**src/rtl/move_executor_if.sv**
```systemverilog
// Move-command bus between the solver (master) and the move executor (slave).
// Carries board load, the move command and all executor status outputs.
interface move_executor_if #(
    parameter int CNT_W = 16
);
    logic             i_load;
    logic [63:0]      i_klotski;
    logic             i_en;
    logic [3:0]       i_start_block;
    logic [3:0]       i_end_block;
    logic [3:0]       i_number;
    logic             o_continue;
    logic             o_busy;
    logic [63:0]      o_klotski;
    logic [CNT_W-1:0] o_move_count;
    logic             o_error;
    logic [3:0]       o_blank_pos;

    modport master (
        output i_load, i_klotski, i_en, i_start_block, i_end_block, i_number,
        input  o_continue, o_busy, o_klotski, o_move_count, o_error, o_blank_pos
    );

    modport slave (
        input  i_load, i_klotski, i_en, i_start_block, i_end_block, i_number,
        output o_continue, o_busy, o_klotski, o_move_count, o_error, o_blank_pos
    );
endinterface

```
**src/rtl/move_executor.sv**
```systemverilog
// Move executor: keeps its own copy of the 4x4 sliding-tile board, validates
// each move command from the solver, applies valid ones, holds the result for
// a display interval and then releases the solver with a one-cycle pulse.
// Invalid moves set a sticky error but still complete the handshake.
module move_executor #(
    parameter int HOLD_CYCLES = 4,
    parameter int CNT_W       = 16
) (
    input logic            i_clk,
    input logic            i_rst_n,
    move_executor_if.slave bus
);
    localparam logic [1:0] S_IDLE  = 2'd0;
    localparam logic [1:0] S_CHECK = 2'd1;
    localparam logic [1:0] S_HOLD  = 2'd2;
    localparam logic [1:0] S_ACK   = 2'd3;

    localparam logic [15:0]      HOLD_LAST = 16'(HOLD_CYCLES - 1);
    localparam logic [CNT_W-1:0] CNT_MAX   = {CNT_W{1'b1}};
    localparam logic [CNT_W-1:0] CNT_ONE   = CNT_W'(1);

    logic [1:0]       state_q, state_d;
    logic [63:0]      board_q, board_d;
    logic [CNT_W-1:0] count_q, count_d;
    logic             error_q, error_d;
    logic [3:0]       blank_q, blank_d;
    logic [15:0]      hold_q, hold_d;
    logic [3:0]       start_q, start_d;
    logic [3:0]       dest_q, dest_d;
    logic [3:0]       num_q, num_d;
    logic             cont_q, cont_d;
    logic             busy_q, busy_d;

    logic [3:0] src_cell;
    logic [3:0] dst_cell;
    logic       row_step;
    logic       col_step;
    logic       move_ok;
    logic [3:0] load_blank;

    assign src_cell = board_q[{start_q, 2'b00} +: 4];
    assign dst_cell = board_q[{dest_q, 2'b00} +: 4];

    // Horizontal neighbours share a row and differ by one column; comparing
    // row/col fields separately rejects index +-1 wrapping across a row.
    assign col_step = (start_q[3:2] == dest_q[3:2]) &&
                      ((({1'b0, start_q[1:0]} + 3'd1) == {1'b0, dest_q[1:0]}) ||
                       (({1'b0, dest_q[1:0]} + 3'd1) == {1'b0, start_q[1:0]}));
    assign row_step = (start_q[1:0] == dest_q[1:0]) &&
                      ((({1'b0, start_q[3:2]} + 3'd1) == {1'b0, dest_q[3:2]}) ||
                       (({1'b0, dest_q[3:2]} + 3'd1) == {1'b0, start_q[3:2]}));

    assign move_ok = (start_q != dest_q) && (col_step || row_step) &&
                     (dst_cell == 4'h0) && (src_cell == num_q) && (num_q != 4'h0);

    // Blank position of an incoming board: lowest-indexed zero cell, 0 if none.
    always_comb begin
        load_blank = 4'h0;
        for (int i = 15; i >= 0; i--) begin
            if (bus.i_klotski[4*i +: 4] == 4'h0) begin
                load_blank = 4'(i);
            end
        end
    end

    // Next-state logic: load overrides everything, otherwise step the move FSM.
    always_comb begin
        state_d = state_q;
        board_d = board_q;
        count_d = count_q;
        error_d = error_q;
        blank_d = blank_q;
        hold_d  = hold_q;
        start_d = start_q;
        dest_d  = dest_q;
        num_d   = num_q;
        busy_d  = (state_q != S_IDLE);
        cont_d  = (state_q == S_ACK);

        if (bus.i_load) begin
            board_d = bus.i_klotski;
            count_d = '0;
            error_d = 1'b0;
            blank_d = load_blank;
            hold_d  = 16'd0;
            state_d = S_IDLE;
            cont_d  = 1'b0;
            busy_d  = 1'b0;
        end else begin
            case (state_q)
                S_IDLE: begin
                    if (bus.i_en) begin
                        start_d = bus.i_start_block;
                        dest_d  = bus.i_end_block;
                        num_d   = bus.i_number;
                        state_d = S_CHECK;
                    end
                end
                S_CHECK: begin
                    if (move_ok) begin
                        board_d[{dest_q, 2'b00} +: 4]  = num_q;
                        board_d[{start_q, 2'b00} +: 4] = 4'h0;
                        blank_d = start_q;
                        if (count_q != CNT_MAX) begin
                            count_d = count_q + CNT_ONE;
                        end
                    end else begin
                        error_d = 1'b1;
                    end
                    hold_d  = 16'd0;
                    state_d = S_HOLD;
                end
                S_HOLD: begin
                    if (hold_q == HOLD_LAST) begin
                        state_d = S_ACK;
                    end else begin
                        hold_d = hold_q + 16'd1;
                    end
                end
                default: begin
                    state_d = S_IDLE;
                end
            endcase
        end
    end

    // State and output registers, cleared asynchronously.
    always_ff @(posedge i_clk or negedge i_rst_n) begin
        if (!i_rst_n) begin
            state_q <= S_IDLE;
            board_q <= '0;
            count_q <= '0;
            error_q <= 1'b0;
            blank_q <= 4'h0;
            hold_q  <= 16'd0;
            start_q <= 4'h0;
            dest_q  <= 4'h0;
            num_q   <= 4'h0;
            cont_q  <= 1'b0;
            busy_q  <= 1'b0;
        end else begin
            state_q <= state_d;
            board_q <= board_d;
            count_q <= count_d;
            error_q <= error_d;
            blank_q <= blank_d;
            hold_q  <= hold_d;
            start_q <= start_d;
            dest_q  <= dest_d;
            num_q   <= num_d;
            cont_q  <= cont_d;
            busy_q  <= busy_d;
        end
    end

    assign bus.o_continue   = cont_q;
    assign bus.o_busy       = busy_q;
    assign bus.o_klotski    = board_q;
    assign bus.o_move_count = count_q;
    assign bus.o_error      = error_q;
    assign bus.o_blank_pos  = blank_q;
endmodule

```
**src/flat_wrapper.sv**
```systemverilog
// flat-port wrapper written by rule: the top's interface ports become plain ports
module move_executor_flat 
#(
    parameter int HOLD_CYCLES = 4,
    parameter int CNT_W       = 16
)
  (i_clk, i_rst_n, bus_i_load, bus_i_klotski, bus_i_en, bus_i_start_block, bus_i_end_block, bus_i_number, bus_o_continue, bus_o_busy, bus_o_klotski, bus_o_move_count, bus_o_error, bus_o_blank_pos);
  move_executor_if #(.CNT_W(CNT_W)) bus_i ();
  input logic i_clk;
  input logic i_rst_n;
  input wire logic [$bits(bus_i.i_load)-1:0] bus_i_load;
  input wire logic [$bits(bus_i.i_klotski)-1:0] bus_i_klotski;
  input wire logic [$bits(bus_i.i_en)-1:0] bus_i_en;
  input wire logic [$bits(bus_i.i_start_block)-1:0] bus_i_start_block;
  input wire logic [$bits(bus_i.i_end_block)-1:0] bus_i_end_block;
  input wire logic [$bits(bus_i.i_number)-1:0] bus_i_number;
  output wire logic [$bits(bus_i.o_continue)-1:0] bus_o_continue;
  output wire logic [$bits(bus_i.o_busy)-1:0] bus_o_busy;
  output wire logic [$bits(bus_i.o_klotski)-1:0] bus_o_klotski;
  output wire logic [$bits(bus_i.o_move_count)-1:0] bus_o_move_count;
  output wire logic [$bits(bus_i.o_error)-1:0] bus_o_error;
  output wire logic [$bits(bus_i.o_blank_pos)-1:0] bus_o_blank_pos;
  assign bus_i.i_load = bus_i_load;
  assign bus_i.i_klotski = bus_i_klotski;
  assign bus_i.i_en = bus_i_en;
  assign bus_i.i_start_block = bus_i_start_block;
  assign bus_i.i_end_block = bus_i_end_block;
  assign bus_i.i_number = bus_i_number;
  assign bus_o_continue = bus_i.o_continue;
  assign bus_o_busy = bus_i.o_busy;
  assign bus_o_klotski = bus_i.o_klotski;
  assign bus_o_move_count = bus_i.o_move_count;
  assign bus_o_error = bus_i.o_error;
  assign bus_o_blank_pos = bus_i.o_blank_pos;
  move_executor #(.HOLD_CYCLES(HOLD_CYCLES), .CNT_W(CNT_W)) u_core (.i_clk(i_clk), .i_rst_n(i_rst_n), .bus(bus_i));
endmodule
```
**config.mk**
```make
export PLATFORM = sky130hd
export DESIGN_NAME = move_executor_flat
export DESIGN_NICKNAME = d
export VERILOG_FILES = /design/src/rtl/move_executor_if.sv /design/src/rtl/move_executor.sv /design/src/flat_wrapper.sv
export SDC_FILE = /design/constraint.sdc
export NUM_CORES = 1
export LEC_CHECK = 0
export ABC_AREA = 1
export CAP_MARGIN = 5
export CORE_ASPECT_RATIO = 1.25
export CORE_MARGIN = 3
export CORE_UTILIZATION = 47
export DETAILED_ROUTE_END_ITERATION = 10
export MAX_ROUTING_LAYER = met4
export PLACE_DENSITY_LB_ADDON = 0.3
export SETUP_SLACK_MARGIN = 0.02
export SYNTH_ARGS = -nofsm -noshare
export SYNTH_HDL_FRONTEND = slang
export SYNTH_SLANG_ARGS = --single-unit
```
**constraint.sdc**
```tcl
create_clock -name i_clk -period 2.7 [get_ports i_clk]
set_clock_uncertainty 0.05 [all_clocks]
set_input_delay 0.405 -clock i_clk [delete_from_list [all_inputs] [get_ports i_clk]]
set_output_delay 0.405 -clock i_clk [all_outputs]
set_load 0.1 [all_outputs]
```
* Word level (Yosys, flattened, before mapping) *
Cells that the tools add are included.
W data, S select, Z words.

word-level totals
  bits in registers = 117
  bits in latches = 0
  bits in writable memories = 0
  ROM bits = 0
  input bits = 80
  output and inout bits = 87
  logic and storage cells = 122
  memories kept = 0

cells by class
  add/subtract/negate cells = 8
  $mul = 0
  div/mod/pow operators = 0
  $lt $le $gt $ge = 0
  eq/ne operators = 17
  shift operators = 6
  muxes and demuxes = 40
  bitwise gates (word level) = 1
  reduce and logical (&&, ||, !) cells = 39

operator list
  operator                   count
  $mux W64                   3
  $bwmux W64                 2
  $shift A4 B8 Y64 const A   2
  $shiftx A64 B7 Y4          2
  $mux W16                   6
  $mux W4                    19
  $logic_not A4 Y1           17
  $shiftx A4 B8 Y64          1
  $shiftx A4 B8 Y64 const A  1
  $add A16 B1 Y16 const B    2
  $pmux W16 S2               1
  $eq A16 B2 Y1 const B      1
  $ne A16 B16 Y1 const B     1
  $neg A6 Y8                 2
  $add A2 B1 Y3 const B      4
  $eq A3 B2 Y1               4
  $reduce_and A2 Y1          4
  $reduce_bool A2 Y1         4
  $logic_and A1 B1 Y1        6
  $mux W2                    3
  $ne A3 B3 Y1 const B       2
  $pmux W2 S3                1
  $reduce_and A3 Y1          2
  $mux W1                    5
  other kinds (12)           16

* Logic depth before layout (Yosys ltp) *
Gate-level depths: netlist of the first run.

  depth in word-level cells = 18
  gate-level depth with buffers = 21

* Worst setup path after synthesis of the first run *
No wires, ideal clock.

  kind = register -> register
  from = register u_core.dest_q[0]
  to = register u_core.board_q[37], in the netlist u_core.bus.o_klotski[37]
  arrival = 2595 ps
  slack = -67 ps
  cell stages (with the launch flop) = 20
  path buffers = 3
  clock period less this slack = 2767 ps
  cells stage by stage = dfrtp_1 inv_2 buf_1 ha_1 buf_2 inv_1 o21ai_0 o21ai_0 a21oi_1 nor2_1 nand2_1 nor2_1 nand3_2 nand2_1 nand2_1 buf_4 nor2_4 inv_1 nand2_1 nand2_1

between the ends
  longest elaborated chain between the ends = 11
  elaborated cells on any way between the ends = 25
  classes of those cells = add/sub: 2; eq/ne: 4; shift: 3; mux: 5; reduce/logical: 11

ends and longest elaborated chain
  what                                                 RTL line              text
  from (decl)                                          move_executor.sv:29   logic [3:0] dest_q, dest_d;
  from (signal assigned)                               move_executor.sv:149  dest_q <= dest_d;
  branches (longest 11 deep; another with $neg A6 Y8)  n/a
  to (signal assigned)                                 move_executor.sv:143  board_q <= board_d;
  to (decl)                                            move_executor.sv:23   logic [63:0] board_q, board_d;

Parallel ways; which one is timed is not known. The select of a mux whose other input is x is not followed.
A chain may end at the register's enable or synchronous reset.

* Worst setup path in the final report of the first run *
  from = register u_core.start_q[0]
  to = register u_core.count_q[8], in the netlist u_core.bus.o_move_count[8]

between the ends
  longest elaborated chain between the ends = 11
  elaborated cells on any way between the ends = 17
  classes of those cells = add/sub: 1; eq/ne: 5; shift: 1; reduce/logical: 10

ends and longest elaborated chain
  what                                                       RTL line              text
  from (decl)                                                move_executor.sv:28   logic [3:0] start_q, start_d;
  from (signal assigned)                                     move_executor.sv:148  start_q <= start_d;
  branches (longest 7 deep; another with $shiftx A64 B7 Y4)  n/a
  $logic_and A1 B1 Y1 (*) (2 in series)                      move_executor.sv:54   (dst_cell == 4'h0) && (src_cell == num_q) && (num_q != 4'h0);
  $reduce_bool A2 Y1 (no source line) (*)                    n/a
  $reduce_and A3 Y1 (no source line) (*)                     n/a
  to (signal assigned)                                       move_executor.sv:144  count_q <= count_d;
  to (decl)                                                  move_executor.sv:24   logic [CNT_W-1:0] count_q, count_d;

Every way passes the cells marked *.

==> impl_metrics.tcl, run 1 <==
set metrics [dict create \
    status "complete, no violations" \
    grt_antenna_before_repair 0 \
    yosys_most_used_dff "dfrtp_1" \
    wl_met1_microns 12600 \
    synth_top_family_by_area "simple AND/OR/NAND/NOR gates" \
    crit_type "reg2reg" \
    layout.nets 1516 \
    power_switching_mw 8.55 \
    worstReg2RegStart "u_core.start_q[0]" \
    period_share_pct 99.9 \
    die-area_sq_um 18700 \
    io_buffers 166 \
    hold_viol_final 0 \
    crit_required_ps 2970 \
    grt_use_total_pct 34.4 \
    syn_nets 1298 \
    area_delta_synth_final_pct 38.7 \
    rrSetupSlack_ps 2 \
    htree_num_levels 4 \
    die_h_microns 152 \
    final_common_cell "nand2_1" \
    fin_ws_ps 1.56 \
    start_kind "flip-flop" \
    fmax_ghz 0.371 \
    slew_headroom_pct 57.7 \
    muxShareOfSynthArea_pct 0 \
    vdd_drop_max_uv 863 \
    gp_congestion 1.05 \
    hold_path_class "in2async" \
    crit_fanout 23 \
    initialDrtViolationCount 901 \
    p_seq_share_pct 20.3 \
    overflow 0 \
    top_level_ports 167 \
    synth_top_area_share_pct 36.4 \
    core_region_area_sq_um 16500 \
    clock_path_buffers 2 \
    tightestPinTransition_ps 628 \
    p_sw_share_pct 57.8 \
    syn_area_per_cell_sq_um 6.70 \
    synth_top_area_cell "dfrtp_1" \
    p_int_mw 6.25 \
    start_util_pct 48.8 \
    wl_met3_microns 2680 \
    syn_area_sq_um 8040 \
    clk_pin_slew_ps 60 \
    synthAdderAreaFrac_pct 2.80 \
    cp.arrival_ps 2970 \
    cts_made_buffers 17 \
    die_w_microns 123 \
    fp-row-count 52 \
    top_layer "met4" \
    cts_root_buffer "clkbuf_16" \
    clock-sinks 117 \
    rsz0062_at_grt "true" \
    startpoint "u_core.start_q[0]" \
    endpoint_kind "flip-flop" \
    clkPwrFrac_pct 15.6 \
    synth_cell_types 45 \
    p_comb_share_pct 64.1 \
    dr.pass1.iters 8 \
    grt_max_degree 48 \
    cap_violations 0 \
    yosys-top-cells-area "dfrtp_1 36%, nand2_1 16%, nor2_1 7.0%, inv_1 5.3%, nand3_1 4.7%" \
    p_per_area_nw_per_um2 1330 \
    synth-simple-area-share_pct 34.8 \
    grt_pass1_wl_microns 48200 \
    via_count 9351 \
    detailed_place.area_sq_um 10100 \
    grt_pass1_vias 8868 \
    post_drt_wl_per_cell_microns 19.6 \
    p_leak_nw 5.36 \
    syn_inst 1200 \
    drv_slew 0 \
    detail-route-antenna-nets 0 \
    wl_microns 32300 \
    async_reset_ff_share_pct 100 \
    synth_edf_count 0 \
    clock_latency_ps 440 \
    wl_met2_microns 15500 \
    synth_seq_cells 117 \
    antenna_cells 0 \
    fin_setup_tns_ps 0 \
    final-setup-viol-count 0 \
    synth_compound_area_share_pct 15.6 \
    final_cell_mix "317 x nand2_1, 148 x nor2_1, 144 x buf_4" \
    cts_tree "done" \
    ys_warn_count 0 \
    synthXorXnorAreaFrac_pct 1.85 \
    ys_seq_area_share_pct 36.4 \
    place_ws_ps 8.59 \
    remaining_drc_errors 0 \
    dp.final_hpwl_microns 24200 \
    post-route-cell-area_sq_um 11200 \
    drive_above_1_share_pct 20.1 \
    vias_per_cell 5.68 \
    fin_crit_ps 2700 \
]
## registers in the layout, indices dropped and copies added, names as in the netlist
name	count
u_core.num_q	4
u_core.bus.o_blank_pos	4
u_core.dest_q	4
u_core.bus.o_klotski	64
u_core.bus.o_continue	1
u_core.bus.o_move_count	16
u_core.start_q	4
u_core.state_q	2
u_core.bus.o_error	1
u_core.hold_q	16
u_core.bus.o_busy	1
## routing by layer
metal | up-vias | track usage (%)
li1 | 4393 | -
met1 | 4309 | 42.7
met2 | 530 | 55.1
met3 | 119 | 5.42
met4 | 0 | 15.1
met5 | - | -
## worst paths after layout
path,to,depth (start not counted)
worst min-delay path,u_core.bus.o_klotski[2],2
worst max-delay path,u_core.bus.o_move_count[8],15
worst min register to register,u_core.bus.o_blank_pos[1],2
worst max register to register,u_core.bus.o_move_count[8],15
min in group i_clk,u_core.bus.o_klotski[35],3
max in group asynchronous,u_core.bus.o_move_count[9],3
## what timing repair did
action | in CTS | in global routing
hold buffers | 1 | 0
cloned | 1 | 4
setup buffers | 0 | 10
pin swaps | 0 | 14
hold endpoints to repair | 36 | 0
resized for setup | 4 | 79
setup endpoints to repair | 10 | 85
## synthesized netlist by cell type, types with 2 or more instances
cell	count
o32ai_1	6
o211ai_1	8
xor2_1	12
a22oi_1	2
inv_1	114
o21ai_0	54
xnor2_1	5
buf_2	13
clkbuf_1	18
dfrtp_1	117
nor2_1	150
nand2_1	346
or2_2	11
a21oi_1	74
nor2_4	3
ha_1	18
o21ai_1	40
nand3b_1	5
nor3_1	31
buf_4	3
nand4_1	14
o22ai_1	23
o31ai_1	2
a211oi_1	2
nor3b_1	3
buf_6	5
a41oi_1	2
nand2_2	7
nor2_2	2
or4_1	3
a32o_1	4
nand3_1	75
nor4_1	9
a32oi_1	2
inv_2	7
## cells by family after synthesis
| group | count (synthesis) |
|---|---|
| AOI/OAI and AO/OA | 223 |
| buffers and inverters | 164 |
| DFF | 117 |
| and+or+nand+nor | 661 |
| adders and majority gates | 18 |
| xor gates and xnor gates | 17 |
## worst max-delay path, cell delays in order (launching register included)
cell,delay [ps]
dfrtp_2,470
bufbuf_16,330
o21ai_0,210
nand3_1,180
nand3_1,140
nand2_1,80
nand2_1,60
nand2_1,40
nor2_1,100
nand3_2,130
o21ai_4,240
buf_12,170
nand2_8,70
clkbuf_16,180
nand2_2,60
o21ai_1,70
## stage by stage
step | power (mW) | hold WS [ps] | instances | util (%)
2_1_floorplan | 8.92 | 59.4 | 1200 | -
3_3_place_gp | 11.8 | 358 | 1599 | 61.1
3_5_place_dp | 11.8 | 360 | 1599 | 61.1
4_1_cts | 14.2 | 427 | 1633 | 65.0
5_1_grt | 15.4 | 451 | 1647 | 67.8
6_report | 14.8 | 442 | 1647 | 67.8
## layout make-up
class / instances / area [sq um]
clock buffer: 19 / 443
clock inverter: 13 / 149
fill: 1450 / 5310
inverter: 123 / 464
multi-input combinational: 919 / 4710
sequential: 117 / 2930
tap: 216 / 270
timing repair buffer: 240 / 2190
## power groups by stage
stage,logic (mW),registers (mW),clock network [mW]
floorplan,3.25,5.67,0
global placement,8.84,2.96,0
detailed placement,8.86,2.96,0
CTS,8.97,2.95,2.32
global route,9.98,3.04,2.40
finish,9.49,3.00,2.31
(Power assumes the default switching activity.)
==> run 2: changes to the inputs <==
- CORE_ASPECT_RATIO: 1.25 -> default
- CORE_MARGIN: 3 -> 5
==> impl_metrics.tcl, run 2 (synthesized netlist as in run 1, its figures left out) <==
set metrics [dict create \
    grt_pass1_vias 8782 \
    dp.cells 1593 \
    crit_chain "clkbuf_16 -> o211ai_1 -> nand3_1 -> nand3_2 -> nand2_1 -> nand2_1 -> nand2_1 -> nor2_2 -> nand3_2 -> o21ai_4 -> buf_6 -> nand2_8 -> buf_12 -> nand2_2 -> o21ai_2" \
    initialDrtViolationCount 1111 \
    slowest_stage "dfrtp_2" \
    vias_per_cell 5.66 \
    wl_met3_microns 3180 \
    hp-start "bus_i_load" \
    die-area_sq_um 19800 \
    drv_slew 0 \
    htree_num_levels 4 \
    final_cell_mix "321 x nand2_1, 142 x nor2_1, 138 x buf_4" \
    crit_type "reg2reg" \
    clk_pin_slew_ps 60 \
    clock_path_buffers 2 \
    fin_cells 1651 \
    start_util_pct 48.1 \
    area_delta_synth_final_pct 40.2 \
    cts_tree "done" \
    fp-row-count 47 \
    final_common_cell "nand2_1" \
    rsz0062_at_grt "true" \
    status "complete, no violations" \
    fin_ws_ps 22.7 \
    startpoint "u_core.start_q[0]" \
    power_mw 14.9 \
    largest_register_ffs 64 \
    top_level_ports 167 \
    post-route-cell-area_sq_um 11300 \
    fillCellCount 1437 \
    cts_made_buffers 17 \
    period_share_pct 99.2 \
    worstReg2RegStart "u_core.start_q[0]" \
    cpMostUsedCell "nand2_1" \
    detailed_place.area_sq_um 9980 \
    drive_above_1_share_pct 20.5 \
    cap_violations 0 \
    slowest_delay_ps 470 \
    place_ws_ps 84.1 \
    remaining_drc_errors 0 \
    die_h_microns 141 \
    cts_root_buffer "clkbuf_16" \
    hold_viol_final 0 \
    dp.final_hpwl_microns 22000 \
    final-setup-viol-count 0 \
    antenna_cells 0 \
    endpoint_kind "flip-flop" \
    final_util_pct 67.5 \
    hold_path_class "in2reg" \
    wl_microns 31100 \
    top_layer "met4" \
    start_kind "flip-flop" \
    dr.pass1.iters 5 \
    fin_setup_tns_ps 0 \
    worst_hold_slack_ps 420 \
    layout.nets 1517 \
    die_w_microns 141 \
    via_count 9345 \
    slew_headroom_pct 52.5 \
    grt_use_total_pct 30.5 \
    cp.arrival_ps 2940 \
    detail-route-antenna-nets 0 \
    wl_met1_microns 12300 \
    r2r_cells 15 \
    core_region_area_sq_um 16700 \
    crit_required_ps 2960 \
    io_buffers 166 \
    clock-sinks 117 \
    fin_crit_ps 2680 \
    grt_antenna_before_repair 0 \
    rrSetupSlack_ps 20 \
    overflow 0 \
    post_drt_wl_per_cell_microns 18.9 \
    p_per_area_nw_per_um2 1320 \
    gp_congestion 1.04 \
    fmax_ghz 0.374 \
    r2r-end "u_core.bus.o_move_count[4]" \
    grt_pass1_wl_microns 46700 \
    endpoint "u_core.bus.o_move_count[4]" \
    clock_latency_ps 420 \
    tightestPinTransition_ps 710 \
    crit_fanout 12 \
    p_leak_nw 5.40 \
    multiInputGateArea_sq_um 4760 \
    wl_met2_microns 14600 \
    vdd_drop_max_uv 1080 \
    grt_max_degree 61 \
    ff_latch_area_sq_um 2930 \
]
run 2: routing by layer:
| metal | track usage, % | vias up |
|---|---|---|
| li1 | - | 4390 |
| met1 | 39.4 | 4285 |
| met2 | 48.5 | 568 |
| met3 | 6.67 | 102 |
| met4 | 9.18 | 0 |
| met5 | - | - |
run 2: worst min-delay path by stage:
stage	cells past startpoint	endpoint
after floorplan	0	u_core.bus.o_blank_pos[0]
after global placement	1	u_core.bus.o_klotski[5]
after detailed placement	1	u_core.bus.o_klotski[5]
after CTS	3	u_core.bus.o_continue
after global routing	3	u_core.bus.o_continue
final	3	u_core.bus.o_continue
run 2: area by class of cell:
type                       instances  share of cell area, %
timing repair buffer             241                   19.8
multi-input combinational        919                   42.2
sequential                       117                   26.0
inverter                         123                   4.12
clock inverter                    11                   1.33
tap                              220                   2.44
clock buffer                      20                   4.05
run 2: what timing repair did:
action | CTS | global route
hold buffers | 1 | 0
setup buffers | 0 | 20
endpoints found under the hold margin | 38 | 0
resized for setup | 0 | 104
endpoints found under the setup margin | 0 | 81
run 2: critical path, delay by kind of cell (launching register included):
kind	cells	cell delay (ps)
and+or+nand+nor	9	820
AOI/OAI and AO/OA	3	680
buffers and inverters	3	530
DFF	1	470
run 2: where the power goes:
part,total (mW),internal (mW),switching [mW]
registers,2.96,2.27,0.687
logic,9.55,2.62,6.93
clock network,2.35,1.50,0.853
total,14.9,6.38,8.47
==> run 3: changes to the inputs <==
- CTS_CLUSTER_DIAMETER: default -> 150
==> results of run 3 <==
No change in the layout: final DEF, timing and power equal those of run 2.
==> edit 1: new RTL, settings of run 1 <==
`CNT_W` is set to 16 in 3 places; all go to 14.
--- a/src/rtl/move_executor_if.sv
+++ b/src/rtl/move_executor_if.sv
@@ -3,3 +3,3 @@
 interface move_executor_if #(
-    parameter int CNT_W = 16
+    parameter int CNT_W = 14
 );
--- a/src/rtl/move_executor.sv
+++ b/src/rtl/move_executor.sv
@@ -6,3 +6,3 @@
     parameter int HOLD_CYCLES = 4,
-    parameter int CNT_W       = 16
+    parameter int CNT_W       = 14
 ) (
--- a/src/flat_wrapper.sv
+++ b/src/flat_wrapper.sv
@@ -4,3 +4,3 @@
     parameter int HOLD_CYCLES = 4,
-    parameter int CNT_W       = 16
+    parameter int CNT_W       = 14
 )
Interface: changed (resized bus_o_move_count); port bits go from 167 to 165. The function was not compared with the original's and may differ.
==> edit 1 against run 1 <==
- the flow now finishes with violations (negative setup slack)
- area after synthesis fell by 2.8%
- worst setup slack got worse by 77 ps
- final area shrank 0.54%
- non-clock buffer count decreased by 11
- sequential cell count shrank 2
- count of clock-buffer cells in the layout grew 3
- via count shrank 0.53%
- maximum frequency fell by 2.8%
- critical endpoint is now u_core.bus.o_move_count[4]
- global-route usage down 1.6 points
- synthesized cell count shrank 1.7%
- total power shrank 1.2%
- sequential share of layout area down 0.30 points
- critical path type unchanged
- routed wire length is 6.3% lower
==> edit 1: results <==
metrics = {
    "outcome": {
        "status": "finished with violations",
        "failed_checks": "negative setup slack",
    },
    "drt": {
        "viasPerCell": 5.74,
        "wl_microns": 30300,
    },
    "setup_path": {
        "worstPathArrival_ps": 3030,
        "critPathMaxStageDelay_ps": 410,
        "reg2regPathDepth": 16,
        "crit_start": "u_core.dest_q[0]",
        "r2r-start": "u_core.dest_q[0]",
        "cp_slowest_cell": "dfrtp_1",
    },
    "cells_and_area": {
        "signal_buffers": 229,
        "layout.nonclk_buf_share_pct": 18.6,
        "drive_gt1_share_pct": 20.9,
        "num-nonclk-inverters": 134,
    },
    "min_path": {
        "hp-class": "flip-flop to flip-flop",
    },
    "power_and_ir_drop": {
        "ir_worst_vdd_uv": 803,
    },
    "synth": {
        "synth_cell_type_count": 34,
    },
    "placed_design": {
        "placed_area_sq_um": 9800,
        "dp.cells": 1574,
    },
    "sta": {
        "setup_viol": 24,
        "final.setup.worst_slack_ps": -75.6,
        "max_slew.worst_pin.slew_ps": 666,
        "whs_ps": 462,
    },
    "clock_network": {
        "clock_latency_ps": 420,
    },
    "global_route": {
        "grt_max_degree": 60,
    },
}
-- edit 1: cell count changes after synthesis, moves of 4 or more --
| cell | run 1 | this run |
|---|---|---|
| buf_6 | 5 | 0 |
| nand3_1 | 75 | 62 |
| a21oi_1 | 74 | 83 |
| nand2_1 | 346 | 335 |
| o22ai_1 | 23 | 19 |
| o211ai_1 | 8 | 14 |
| o21ai_0 | 54 | 62 |
| inv_1 | 114 | 125 |
| nand4_1 | 14 | 20 |
| o21ai_1 | 40 | 31 |
| nor3_1 | 31 | 41 |
| nand2_2 | 7 | 3 |
-- edit 1: logic make-up after synthesis --
| logic type | share of synthesized area [%] |
|---|---|
| compound gates | 16.6 |
| xor+xnor | 1.57 |
| fa+ha+maj | 2.88 |
| buf+inv | 8.51 |
| flops | 36.8 |
| simple gates | 33.6 |
-- edit 1: timing repair --
action                                  4_1_cts  5_1_grt
pin swaps                                     0       33
resized for setup                             6      154
hold buffers                                  1        0
endpoints found under the setup margin       46       85
hold endpoints to repair                     44        0
cloned                                        0        7
buffers inserted                              0       10
==> edit 2: new RTL, config.mk and constraints of run 1 <==
Without the edit above. Take the reset off `hold_q` and load it in a clocked block of its own.
--- a/src/rtl/move_executor.sv
+++ b/src/rtl/move_executor.sv
@@ -134,3 +134,2 @@
             blank_q <= 4'h0;
-            hold_q  <= 16'd0;
             start_q <= 4'h0;
@@ -146,3 +145,2 @@
             blank_q <= blank_d;
-            hold_q  <= hold_d;
             start_q <= start_d;
@@ -153,2 +151,6 @@
         end
+    end
+
+    always_ff @(posedge i_clk) begin
+        hold_q <= hold_d;
     end
Behaviour: same outputs for any inputs over 4 cycles, from zero or initial values and one cycle with i_rst_n low; that may be too few to reach the edited logic, so the function may still have changed.
==> edit 2 against run 1 <==
- the run now ends with negative hold slack left
- synthesized cell count is 4.7% lower
- total power is 10% lower
- via count is 3.7% lower
- die area is 2.2% lower
- area after synthesis is 2.3% lower
- worst setup slack better by 140 ps
- global-route usage is 0.46 points lower
- routed wire length is 6.7% lower
- final area is 5.8% lower
- sequential share of layout area is 0.83 points higher
- sequential cell count stayed put
- largest cell class unchanged
- largest power group unchanged
- highest routed layer unchanged
==> edit 2: results <==
metrics = {
    "drt": {
        "dr_wl_met2_microns": 14700,
        "drt-met1-wl_microns": 11500,
        "drt_iter0_drc": 748,
        "met3WireLength_microns": 2470,
        "viasPerCell": 5.75,
        "first_pass_iters": 7,
        "wire_per_inst_microns": 19.2,
    },
    "clock_network": {
        "cts.htree.levels": 4,
        "clkTransAtPathRegs_ps": 60,
        "cts_buffers": 17,
        "cts_setup_buffers": 0,
        "cts_num_sinks": 117,
        "ctsResizeCount": 1,
    },
    "global_route": {
        "grtUsageMet3_pct": 5.34,
        "grt_pass1_vias": 8654,
        "grt_max_degree": 102,
        "grt_first_pass_wirelength_microns": 46500,
        "grt_util_met2_pct": 56.6,
        "track_usage_pct": 33.9,
        "met1_usage_pct": 40.1,
    },
    "cells_and_area": {
        "multi_input_gates": 886,
        "seq_area_share_pct": 27.1,
        "drive_gt1_share_pct": 15.4,
        "num-nonclk-inverters": 99,
        "signal_buffers": 217,
        "clock_buffers": 21,
        "clkCellAreaFrac_pct": 5.43,
        "final_nets": 1436,
        "stdcell_count": 1567,
        "multi_input_area_share_pct": 43.0,
        "layout.nonclk_buf_share_pct": 18.4,
        "fillers": 1501,
    },
    "synth": {
        "synth_commonest_cells": "326 x nand2_1, 140 x nor2_1, 101 x dfrtp_1",
        "muxShareOfSynthArea_pct": 0,
        "synth_cell_type_count": 42,
        "syn-num-nets": 1242,
        "ys_warn_count": 0,
        "synth_xor_area_share_pct": 2.12,
        "synth-adder-area-share_pct": 2.87,
        "syn_inst": 1144,
        "ys_async_sr_fraction_pct": 86.3,
        "synth_seq_area_share_pct": 36.3,
        "synth_compound_area_share_pct": 16.8,
        "synthTopCellsByArea": "dfrtp_1 32%, nand2_1 16%, nor2_1 6.7%",
    },
    "sta": {
        "max_slew.worst_pin.slew_ps": 749,
        "whs_ps": -13.7,
        "hold_viol_final": 14,
    },
    "power_and_ir_drop": {
        "leakage_nw": 4.92,
        "ir_worst_vdd_uv": 637,
    },
    "placed_design": {
        "dp_hpwl_microns": 22700,
        "dp.cells": 1529,
        "gp_congestion": 1.02,
    },
    "setup_path": {
        "reg2reg_slack_ps": 140,
        "setup.worst_path.end": "u_core.bus.o_klotski[30]",
        "reg2regPathDepth": 14,
        "worstPathArrival_ps": 2800,
    },
    "outcome": {
        "failed_checks": "negative hold slack",
        "status": "finished with violations",
    },
}
## edit 2: through the flow
stage | instance area, sq um | worst slack [ps]
floorplan | 7890 | 28.9
global placement | 9800 | 64.0
detailed placement | 9800 | 49.7
CTS | 10400 | 27.5
global route | 10500 | 12.5
finish | 10500 | 140
## edit 2: kinds of logic (layout without fill, tap and decap cells)
kind of cell    Yosys count  after routing
fa+ha+maj                18             18
xor+xnor                 19             19
flops                   117            117
simple gates            633            633
buf+inv                 141            348
compound gates          216            216
## edit 2: worst max-delay path: stages (launching register included)
cell      delay, ps
dfrtp_1         430
inv_2           120
buf_8           190
o21ai_0         100
o211ai_1        310
nand3_1         140
nand3_1          90
nand2_1          60
nor2_2          120
nand4_1         180
nand2_4         170
buf_12          170
nand2_4          90
nand2_1          80
o21ai_1          80
## edit 2: power by group
part           internal [mW]  switching, mW
clock                   1.34          0.865
sequential              2.20          0.607
combinational           2.24           6.05
total                   5.77           7.52
